`src/rtl/serial_listener.sv`:
```
// ============================================================================
// serial_listener: 8N1 UART receiver, mid-bit sampling, valid/ready output
// with sticky framing-error and overrun flags.
// Revision: 1.0
// ============================================================================
`default_nettype none

module serial_listener #(
  parameter int CLKS_PER_BIT = 5000
) (
  input  logic       clk,
  input  logic       rst_n,
  input  logic       rx,
  output logic [7:0] rx_data,
  output logic       rx_valid,
  input  logic       rx_ready,
  output logic       busy,
  output logic       frame_err,
  output logic       overrun,
  input  logic       err_clr
);

  localparam int CNT_W = $clog2(CLKS_PER_BIT);
  localparam logic [CNT_W-1:0] c_half_last = CNT_W'(CLKS_PER_BIT / 2 - 1);
  localparam logic [CNT_W-1:0] c_bit_last  = CNT_W'(CLKS_PER_BIT - 1);

  typedef enum logic [2:0] {
    S_IDLE  = 3'd0,
    S_START = 3'd1,
    S_DATA  = 3'd2,
    S_STOP  = 3'd3,
    S_BREAK = 3'd4
  } state_t;

  state_t           state_q, state_d;
  logic             sync1_q, sync2_q;
  logic [CNT_W-1:0] cnt_q, cnt_d;
  logic [2:0]       bit_idx_q, bit_idx_d;
  logic [7:0]       shift_q, shift_d;
  logic [7:0]       data_q, data_d;
  logic             valid_q, valid_d;
  logic             fe_q, fe_d;
  logic             ov_q, ov_d;
  logic             w_rx_s;
  logic             w_new_byte;
  logic             w_frame_evt;

  assign w_rx_s = sync2_q;

  always_comb begin
    state_d     = state_q;
    cnt_d       = cnt_q;
    bit_idx_d   = bit_idx_q;
    shift_d     = shift_q;
    data_d      = data_q;
    valid_d     = valid_q;
    fe_d        = fe_q;
    ov_d        = ov_q;
    w_new_byte  = 1'b0;
    w_frame_evt = 1'b0;

    case (state_q)
      S_IDLE: begin
        if (!w_rx_s) begin
          state_d = S_START;
          cnt_d   = '0;
        end
      end
      S_START: begin
        if (cnt_q == c_half_last) begin
          cnt_d     = '0;
          bit_idx_d = 3'd0;
          state_d   = w_rx_s ? S_IDLE : S_DATA;
        end else begin
          cnt_d = cnt_q + 1'b1;
        end
      end
      S_DATA: begin
        if (cnt_q == c_bit_last) begin
          cnt_d              = '0;
          shift_d[bit_idx_q] = w_rx_s;
          bit_idx_d          = bit_idx_q + 3'd1;
          if (bit_idx_q == 3'd7) state_d = S_STOP;
        end else begin
          cnt_d = cnt_q + 1'b1;
        end
      end
      S_STOP: begin
        if (cnt_q == c_bit_last) begin
          cnt_d = '0;
          if (w_rx_s) begin
            w_new_byte = 1'b1;
            state_d    = S_IDLE;
          end else begin
            w_frame_evt = 1'b1;
            state_d     = S_BREAK;
          end
        end else begin
          cnt_d = cnt_q + 1'b1;
        end
      end
      S_BREAK: begin
        if (w_rx_s) state_d = S_IDLE;
      end
      default: state_d = S_IDLE;
    endcase

    if (valid_q && rx_ready) valid_d = 1'b0;
    if (w_new_byte) begin
      data_d  = shift_q;
      valid_d = 1'b1;
    end

    // Clear first so a coincident error event still sets its flag.
    if (err_clr) begin
      fe_d = 1'b0;
      ov_d = 1'b0;
    end
    if (w_frame_evt) fe_d = 1'b1;
    if (w_new_byte && valid_q && !rx_ready) ov_d = 1'b1;
  end

  always_ff @(posedge clk or negedge rst_n) begin
    if (!rst_n) begin
      sync1_q   <= 1'b1;
      sync2_q   <= 1'b1;
      state_q   <= S_IDLE;
      cnt_q     <= '0;
      bit_idx_q <= 3'd0;
      shift_q   <= 8'h00;
      data_q    <= 8'h00;
      valid_q   <= 1'b0;
      fe_q      <= 1'b0;
      ov_q      <= 1'b0;
    end else begin
      sync1_q   <= rx;
      sync2_q   <= sync1_q;
      state_q   <= state_d;
      cnt_q     <= cnt_d;
      bit_idx_q <= bit_idx_d;
      shift_q   <= shift_d;
      data_q    <= data_d;
      valid_q   <= valid_d;
      fe_q      <= fe_d;
      ov_q      <= ov_d;
    end
  end

  assign rx_data   = data_q;
  assign rx_valid  = valid_q;
  assign busy      = (state_q != S_IDLE);
  assign frame_err = fe_q;
  assign overrun   = ov_q;

endmodule

`default_nettype wire

```
`config.mk`:
```
export PLATFORM = sky130hd
export DESIGN_NAME = serial_listener
export DESIGN_NICKNAME = d
export VERILOG_FILES = /design/src/rtl/serial_listener.sv
export SDC_FILE = /design/constraint.sdc
export NUM_CORES = 1
export LEC_CHECK = 0
export ABC_CLOCK_PERIOD_IN_PS = 2500
export BUFFER_PORTS_ARGS = -buffer_cell sky130_fd_sc_hd__buf_4
export CELL_PAD_IN_SITES_DETAIL_PLACEMENT = 0
export CELL_PAD_IN_SITES_GLOBAL_PLACEMENT = 1
export CORE_ASPECT_RATIO = 1.4
export CORE_MARGIN = 3
export CORE_UTILIZATION = 30
export DETAILED_ROUTE_END_ITERATION = 10
export GPL_ROUTABILITY_DRIVEN = 0
export GPL_TIMING_DRIVEN = 0
export PLACE_DENSITY_LB_ADDON = 0.15
export SETUP_SLACK_MARGIN = 0.05
export SLEW_MARGIN = 15
export SYNTH_ARGS = -nofsm -noshare
export SYNTH_HDL_FRONTEND = slang
export SYNTH_SLANG_ARGS = --single-unit
```
`constraint.sdc`:
```
create_clock -name clk -period 2.5 [get_ports clk]
set_input_delay 0.125 -clock clk [delete_from_list [all_inputs] [get_ports clk]]
set_output_delay 0.125 -clock clk [all_outputs]
set_load 0.05 [all_outputs]
```
==> impl_results.md <==
* Outcome: complete, no violations
* Total GRT Usage at 0.125
* Period utilisation layout at 0.979
* Number of synthesized flops with an enable pin at 0
* First-pass iteration count of the detailed router at 4
* Synthesized area per cell at about 11 um^2
* Number of diodes at 0
* Synth top cells by count: dfrtp_1, mux2_2, o21ai_0
* Vias per inst at between 5 and 6
* Clk_lat worst skew at 0.29 ns
* Slew headroom at 0.618
* Post-route ant nets at 0
* Root Driver: clkbuf_8
* Fmax at just over 400 MHz
* First-pass GRT wire length at about 7100 um
* Die area at about 0.0075 mm^2
* Clock sinks at 40
* Clk slew on worst S/H paths at ~0.080 ns
* Hold WC Path Type: in -> reg
* Residual DRC at 0
* Largest net degree at the start of global routing at approximately 40
* Post-synthesis cell type count at 44
* Synth Net Count at about 180
* Pwr dens at ~510 mW/mm^2
* Cells after Synth at ~170
* Unrepaired setup endpoints after global routing: true
* Final net count at ~210
* DP Wirelength at 2990 um
* Initial Util at 0.313
* Total core area at ~0.0063 mm^2
* Max Root-Sink Buffers at 2
* Fin crit period at 2.45 ns
* Multi-input gate area at a little over 900 um^2
* CTS buffer count at 5
* Sequential area share after synthesis at 0.513
* Initial DRC Count at between 50 and 60
* Die Y at about 100 um
* Horiz. Die Dim at between 70 and 80 um
* Antenna violations before repair at 0
* GRT Residual Overflow at 0
* Clk_skew at 0.00619 ns
* Row count at 34
* Most common cell in the netlist: dfrtp_1
* Layout cells sized above 1 at 0.317
* Io pins at 17
* Area growth, synth to finish at 21.2%
* Syn Std Cell Area at roughly 0.002 mm^2
* Final setup violation count at 0
* Cell leakage power at between 1 and 1.5 nW
* Fin. Hold Viols at 0
* Post-synth top area cell: dfrtp_1
* Area contributors post-synth: dfrtp_1, mux2_2, mux2_1, o21ai_0, dfstp_2
* Post-synth top flop: dfrtp_1
* Crit path max fanout at 7
* Startpoint Class: register
* R2R setup slack at 0.05 ns
* Peak VDD IR at approximately 0.2 mV
* CP Data Required Time at approximately 2.7 ns
* CTS tree: yes
* Post-DP Area at 0.00217 mm^2
* Storage element area at approximately 0.0010 mm^2
* Design area at approximately 0.0024 mm^2
* Buffers on Ports at 16
* Vias in the first global route at between 1000 and 1500
* Yosys warns at 0
* Max Cap Viol at 0
* DR WL/cell at approximately 15 um
* Vias at ~1500
* Asr flop ratio synth at 1.00
* Worst Setup End Kind: register
* Post-Route WL at approximately 4200 um
* Crit path DAT at 2.63 ns
* Slew Limit Fails at 0
* Least-Margin Pin Slew at around 0.57 ns
* #FFs+latches synth at 40
* # fillers at between 600 and 700
* CTS HTree Levels at 2
* Synth top area share at 0.486
* Critical path class: reg -> reg
* Min Hold Slack at approximately 0.025 ns
[final cells by class]
type                    count  area share
inverters                   5     0.00792
clock buffers               5      0.0290
repair buffers             24      0.0781
plain buffers               6      0.0174
multi-input cells         122       0.388
clock inverters             3      0.0179
flip-flops and latches     40       0.423
well taps                  72      0.0380
[report_power, final]
group          switching [mW]  total [mW]  internal [mW]  leakage, nW
Clock                   0.234       0.529          0.295       0.0541
Sequential            0.00166       0.651          0.649        0.537
Combinational          0.0165      0.0245        0.00800        0.538
Total                   0.252        1.20          0.953         1.13
[stage by stage]
step | utilization | setup WS, ns | TNS (ns) | power [mW] | cells
6_report | 0.379 | 0.0535 | 0 | 1.20 | 277
4_1_cts | 0.371 | 0.00226 | 0 | 1.23 | 273
3_3_place_gp | 0.347 | -0.0673 | -0.367 | 0.686 | 262
2_1_floorplan | - | 0.0768 | 0 | 0.667 | 174
3_5_place_dp | 0.347 | -0.0672 | -0.677 | 0.687 | 262
5_1_grt | 0.379 | -0.0445 | -0.0445 | 1.26 | 277
[logic make-up (layout without fill, tap and decap cells)]
| logic type | after synthesis | count (layout) | synth area share |
|---|---|---|---|
| AO/OA/AOI/OAI | 36 | 36 | 0.114 |
| multiplexers | 18 | 18 | 0.103 |
| adder cells (fa/ha/maj) | 3 | 3 | 0.0192 |
| buffers and inverters | 12 | 43 | 0.0326 |
| flip-flops | 40 | 40 | 0.513 |
| XOR/XNOR | 3 | 3 | 0.0134 |
| AND/OR/NAND/NOR | 62 | 62 | 0.205 |
[final timing paths]
kind                                 startpoint  cells after the start                endpoint
max                        cnt_q[0]$_DFFE_PN0P_                      7  shift_q[4]$_DFFE_PN0P_
min in group asynchronous                 rst_n                      2     overrun$_DFFE_PN0P_
min reg2reg                   sync1_q$_DFF_PN1_                      0       sync2_q$_DFF_PN1_
max in group asynchronous                 rst_n                      2       sync2_q$_DFF_PN1_
max reg2reg                cnt_q[0]$_DFFE_PN0P_                      7  shift_q[4]$_DFFE_PN0P_
min                                     err_clr                      2     overrun$_DFFE_PN0P_
[critical path, stage by stage (launching register included)]
cell and delay (ns):
dfrtp_1 0.36, ha_2 0.21, or4b_4 0.47, or4_4 0.48, nor3_4 0.17, buf_6 0.14, and4bb_1 0.21, mux2_4 0.30
[timing repair]
| item | 4_1_cts | 5_1_grt |
|---|---|---|
| buffers inserted | 2 | 4 |
| pin swaps | 0 | 2 |
| setup endpoints to repair | 23 | 19 |
| gates resized for setup | 2 | 8 |
| hold buffers | 2 | 0 |
| hold endpoints to repair | 39 | 0 |
[flip-flops by register name (all words and copies together), names as in the netlist]
signal / flops
sync2_q: 1
overrun: 1
cnt_q: 13
state_q: 3
bit_idx_q: 3
rx_data: 8
sync1_q: 1
frame_err: 1
shift_q: 8
rx_valid: 1
[layer usage]
metal  global-route usage  up-vias  wire length, um
met2                0.220       34             2210
met3               0.0288        8              161
met1                0.138      713             1730
li1                     -      705                -
met5                    0        -                0
met4               0.0630        0              125
[cell usage in the layout (no fill, tap or decap), types with 3 or more instances in the layout]
| master | n |
|---|---|
| a21o_1 | 3 |
| a21oi_1 | 10 |
| a22o_1 | 4 |
| a31oi_1 | 3 |
| buf_4 | 25 |
| clkbuf_8 | 5 |
| dfrtp_1 | 38 |
| inv_1 | 5 |
| mux2_2 | 11 |
| mux2_4 | 6 |
| nand2_1 | 9 |
| nand3_1 | 8 |
| nand4_1 | 3 |
| nand4b_1 | 5 |
| nor2_1 | 8 |
| nor2b_1 | 3 |
| o21ai_0 | 9 |
| or3_1 | 3 |
(Power assumes the default switching activity.)
